**src/rtl/alu_src_b_pkg.sv**
```systemverilog
// Shared constants for the ALU B-operand select: select encodings and the
// default increment constant used for PC+4.
package alu_src_b_pkg;

  localparam logic [1:0] SRCB_REG    = 2'b00;
  localparam logic [1:0] SRCB_INC    = 2'b01;
  localparam logic [1:0] SRCB_IMM    = 2'b10;
  localparam logic [1:0] SRCB_IMM_SH = 2'b11;

  localparam int unsigned INC_CONST_DEFAULT = 4;

endpackage : alu_src_b_pkg

```
**src/rtl/alu_src_b_reg.sv**
```systemverilog
// Load-enable register holding the selected operand and its select code.
// Asynchronous active-low clear; holds when en_i is low.
module alu_src_b_reg
  import alu_src_b_pkg::*;
#(
  parameter int unsigned WIDTH = 32
) (
  input  logic             clk,
  input  logic             reset_n,
  input  logic             en_i,
  input  logic [WIDTH-1:0] d_i,
  input  logic [1:0]       sel_i,
  output logic [WIDTH-1:0] q_o,
  output logic [1:0]       sel_o
);

  logic [WIDTH-1:0] data_q, data_d;
  logic [1:0]       sel_q, sel_d;

  // en_i is a plain load enable: no handshake, capture happens on every
  // rising edge where it is high, otherwise the stored pair is held.
  always_comb begin
    data_d = data_q;
    sel_d  = sel_q;
    if (en_i) begin
      data_d = d_i;
      sel_d  = sel_i;
    end
  end

  always_ff @(posedge clk or negedge reset_n) begin
    if (!reset_n) begin
      data_q <= '0;
      sel_q  <= SRCB_REG;
    end else begin
      data_q <= data_d;
      sel_q  <= sel_d;
    end
  end

  assign q_o   = data_q;
  assign sel_o = sel_q;

endmodule : alu_src_b_reg

```
**src/rtl/alu_src_b_mux.sv**
```systemverilog
// ALU B-operand select for the multicycle datapath, with a registered copy.
// Optional macro ALU_SRCB_SHIFT_EN: select 11 drives data3 shifted left by 2.
module alu_src_b_mux
  import alu_src_b_pkg::*;
#(
  parameter int unsigned WIDTH     = 32,
  parameter int unsigned INC_CONST = INC_CONST_DEFAULT
) (
  input  logic             clk,
  input  logic             reset_n,
  input  logic [WIDTH-1:0] data0,
  input  logic [WIDTH-1:0] data2,
  input  logic [WIDTH-1:0] data3,
  input  logic [1:0]       AluSrcB,
  input  logic             en,
  output logic [WIDTH-1:0] out,
  output logic [WIDTH-1:0] out_q,
  output logic [1:0]       sel_q
);

  // Wider constants are truncated, narrower ones zero-extended.
  localparam logic [WIDTH-1:0] INC_VAL = WIDTH'(INC_CONST);

  logic [WIDTH-1:0] data3_eff;
  logic [WIDTH-1:0] out_sel;

`ifdef ALU_SRCB_SHIFT_EN
  assign data3_eff = {data3[WIDTH-3:0], 2'b00};
`else
  assign data3_eff = data3;
`endif

  always_comb begin
    out_sel = data0;
    case (AluSrcB)
      SRCB_REG: out_sel = data0;
      SRCB_INC: out_sel = INC_VAL;
      SRCB_IMM: out_sel = data2;
      default:  out_sel = data3_eff;
    endcase
  end

  assign out = out_sel;

  alu_src_b_reg #(
    .WIDTH(WIDTH)
  ) u_reg (
    .clk    (clk),
    .reset_n(reset_n),
    .en_i   (en),
    .d_i    (out_sel),
    .sel_i  (AluSrcB),
    .q_o    (out_q),
    .sel_o  (sel_q)
  );

endmodule : alu_src_b_mux

```
**config.mk**
```make
export PLATFORM = sky130hd
export DESIGN_NAME = alu_src_b_mux
export DESIGN_NICKNAME = d
export VERILOG_FILES = /design/src/rtl/alu_src_b_pkg.sv /design/src/rtl/alu_src_b_reg.sv /design/src/rtl/alu_src_b_mux.sv
export SDC_FILE = /design/constraint.sdc
export NUM_CORES = 1
export LEC_CHECK = 0
export ABC_AREA = 1
export BUFFER_PORTS_ARGS = -buffer_cell sky130_fd_sc_hd__buf_4
export CAP_MARGIN = 20
export CORE_AREA = 2 2 75 77
export CTS_BUF_LIST = sky130_fd_sc_hd__clkbuf_8
export CTS_CLUSTER_SIZE = 25
export DETAILED_ROUTE_END_ITERATION = 10
export DIE_AREA = 0 0 77 79
export PLACE_DENSITY = 0.8
export SLEW_MARGIN = 25
export SYNTH_ARGS = -nofsm -noshare
export SYNTH_HDL_FRONTEND = slang
export SYNTH_SLANG_ARGS = --single-unit
export TNS_END_PERCENT = 10
```
**constraint.sdc**
```tcl
create_clock -name clk -period 1.1 [get_ports clk]
set_input_delay 0.165 -clock clk [delete_from_list [all_inputs] [get_ports clk]]
set_output_delay 0.165 -clock clk [all_outputs]
set_load 0.03 [all_outputs]
```
==> metrics <==
diodes inserted=0; routed vias/inst=4.980; clk root buf=sky130_fd_sc_hd__clkbuf_8; pin count of the biggest net entering global routing=35; vias=2769; clock latency at the later pin of the worst-skew pair=280 ps; critical path start-end classification=input pin to output pin; category of cells accounting for the largest share of critical-path delay=buffers and inverters; failing checks=negative setup slack; final worst setup slack=-39.98 ps; classification of the worst-slack hold path=input pin to flip-flop; crit-path most repeated cell=sky130_fd_sc_hd__buf_6; Placer Congestion=0.7627; actual slew at the worst max-slew pin=433.4 ps; vias in the first global route=2625; # DRC=0; top achievable clock speed=0.8772 GHz; endpoint kind of the worst setup timing path=output pin; Final Critical Period=1140 ps; overall die width=between 70 and 80 um; post-synthesis instance area=2046 um^2; crit path DAT=970 ps; First-pass DRT Iterations=4; input/output buffers=166; CTS tree=yes; Final Setup Violations=14; post-route antenna net violation count=0; largest driver fanout on the critical path=5; cell-by-cell listing of the critical path=buf_8 > nor2_4 > buf_6 > nand2_1 > nand3_2 > buf_6; level count of the clock H-tree=2; global-route usage over all layers=26.24%; r2r setup slk=470 ps; tightest slew margin relative to the limit=71.10%; required time of the critical path=940 ps; Largest stage delay, worst path=210 ps; fraction of the yosys area taken by sequential cells=around two fifths; R2R cell count=2; critical register-to-register path startpoint=u_reg.sel_o[0]; maximum resistive drop on vdd=0.7724 mV; Cell variety after synth=14; sum of overflow across all layers after global routing=0; buffers and inverters on the worst path=3; Final Cycle Share=103.6%; capturing instance or port of the critical path=out[23]; pins over their slew limit=0; number of warnings printed during yosys synthesis=0; Clk pin slew, worst setup/hold paths=around 70 ps; Net Count, Synth=394; drt initial violations=125; count of cell instances traversed by the critical path=6; first element of the critical path=AluSrcB[1]; Post-Route WL=8332 um; critical register-to-register path endpoint=u_reg.sel_o[0]; cell area power density=1135 nW/um^2; placement row count=27; area growth from synthesis to layout=94.68%; pre-CTS setup slack=-65.01 ps; Maximum Capacitance Violations=0; number of endpoints with negative hold slack in the final report=0; area of the core=5338 um^2; I/O pin count=167; RSZ-0062 raised after global routing=true; clock buffer depth=2; total number of clock tree sinks=34; crit start category=input pin; worst-path cell with the longest stage delay=sky130_fd_sc_hd__nor2_4; status=finished with violations; ratio of cells with drive above 1 in the final layout=between 50% and 60%; wire length of the first global-routing pass=between 10000 and 15000 um; antenna violations before repair=0; number of instances in the synthesized netlist=293; Die Ht=79 um; initial cell density of the core=38.33%; Syn Area/Cell=between 6 and 7 um^2; worst hold slack=189.8 ps; worst clock skew=0 ps; total half-perimeter wirelength after legalization and detailed placement=5833 um; routed wire length per instance=14.99 um; number of clock buffers inserted by TritonCTS=5; synthesis-stage register bit count=34; nets@finish=just under 600; leakage power of the design=2.280 nW; area enclosed by the die boundary=about 6000 um^2
## cell type report
type | count | area (um^2)
Clock buffer | 5 | 68.82
Clock inverter | 3 | 37.54
Fill cell | 425 | 1355
Inverter | 3 | 11.26
Multi-Input combinational cell | 232 | 1197
Sequential cell | 34 | 850.8
Tap cell | 72 | 90.09
Timing Repair Buffer | 207 | 1727
## flip-flops by register name, indices dropped and copies added, names as in the netlist
name         cells
u_reg.q_o       32
u_reg.sel_o      2
## layer usage
layer | up-vias | share of wire [%] | track usage [%]
met5 | - | 0 | 0
met4 | 0 | 1.4 | 6.786
met3 | 12 | 7.6 | 7.273
met2 | 117 | 53 | 48.60
met1 | 1303 | 38 | 29.85
li1 | 1337 | - | -
## Yosys cell counts
cell type,n,area [um^2]
sky130_fd_sc_hd__nand2_1,136,510.5
sky130_fd_sc_hd__nand3_1,84,420.4
sky130_fd_sc_hd__dfrtp_1,34,850.8
sky130_fd_sc_hd__buf_2,13,65.06
sky130_fd_sc_hd__nand3_2,10,100.1
sky130_fd_sc_hd__buf_4,4,30.03
sky130_fd_sc_hd__clkbuf_1,3,11.26
sky130_fd_sc_hd__buf_1,2,7.510
sky130_fd_sc_hd__buf_6,2,22.52
sky130_fd_sc_hd__clkinv_1,1,3.750
sky130_fd_sc_hd__inv_1,1,3.750
sky130_fd_sc_hd__inv_2,1,3.750
sky130_fd_sc_hd__nor2_4,1,11.26
sky130_fd_sc_hd__o21ai_0,1,5.000
## cell usage in the layout (no fill, tap or decap)
cell                              n
sky130_fd_sc_hd__buf_12           1
sky130_fd_sc_hd__buf_4          165
sky130_fd_sc_hd__buf_6           38
sky130_fd_sc_hd__buf_8            2
sky130_fd_sc_hd__bufinv_16        1
sky130_fd_sc_hd__clkbuf_8         5
sky130_fd_sc_hd__clkinv_1         1
sky130_fd_sc_hd__dfrtp_1         34
sky130_fd_sc_hd__dlygate4sd3_1    1
sky130_fd_sc_hd__inv_1            3
sky130_fd_sc_hd__inv_2            1
sky130_fd_sc_hd__nand2_1        121
sky130_fd_sc_hd__nand2_2         15
sky130_fd_sc_hd__nand3_1         63
sky130_fd_sc_hd__nand3_2         30
sky130_fd_sc_hd__nand3_4          1
sky130_fd_sc_hd__nor2_4           1
sky130_fd_sc_hd__o21ai_0          1
## cell families (layout without fill, tap and decap cells)
| kind of cell | after synthesis | after routing | synth area share [%] |
|---|---|---|---|
| DFF | 34 | 34 | 41.59 |
| buffers and inverters | 27 | 218 | 7.217 |
| and+or+nand+nor | 231 | 231 | 50.95 |
| AOI/OAI and AO/OA | 1 | 1 | 0.2444 |
## worst min-delay path by stage
stage,startpoint,to,depth (start not counted),slack (ps)
global route,data0[21],u_reg.q_o[21],5,220
detailed placement,reset_n,u_reg.q_o[13],1,140
global placement,reset_n,u_reg.q_o[13],1,130
CTS,data0[25],u_reg.q_o[25],5,180
floorplan,reset_n,u_reg.q_o[0],0,-130
finish,data0[19],u_reg.q_o[19],5,190
## where the power goes
group	internal (mW)	total (mW)	leakage [nW]	switching (mW)
combinational	0.879	1.95	1.79	1.07
sequential	1.38	1.46	0.431	0.0756
clock	0.659	1.11	0.0607	0.447
## timing repair
item | in CTS | in global routing
pin swaps | 2 | 3
buffers inserted | 3 | 7
cloned | 1 | 0
resized for setup | 48 | 30
setup endpoints to repair | 27 | 32
hold buffers | 1 | 0
endpoints found under the hold margin | 34 | 0
## worst reg2reg max path, cell delays in order, from the launching register on
cell and delay (ps):
sky130_fd_sc_hd__dfrtp_1 380, sky130_fd_sc_hd__nand2_1 60, sky130_fd_sc_hd__o21ai_0 70
## per-stage QoR
stage / TNS, ps / std cells / util, % / area, um^2 / total power, mW
floorplan: -1492 / 293 / - / 2056 / 2.363
global placement: -54.11 / 536 / 65.31 / 3486 / 3.190
detailed placement: -720.0 / 536 / 65.31 / 3486 / 3.220
CTS: -62.72 / 549 / 71.66 / 3825 / 4.438
global route: -1536 / 556 / 74.61 / 3983 / 4.723
finish: -282.1 / 556 / 74.61 / 3983 / 4.520
Power figures use the tool's default switching activity.
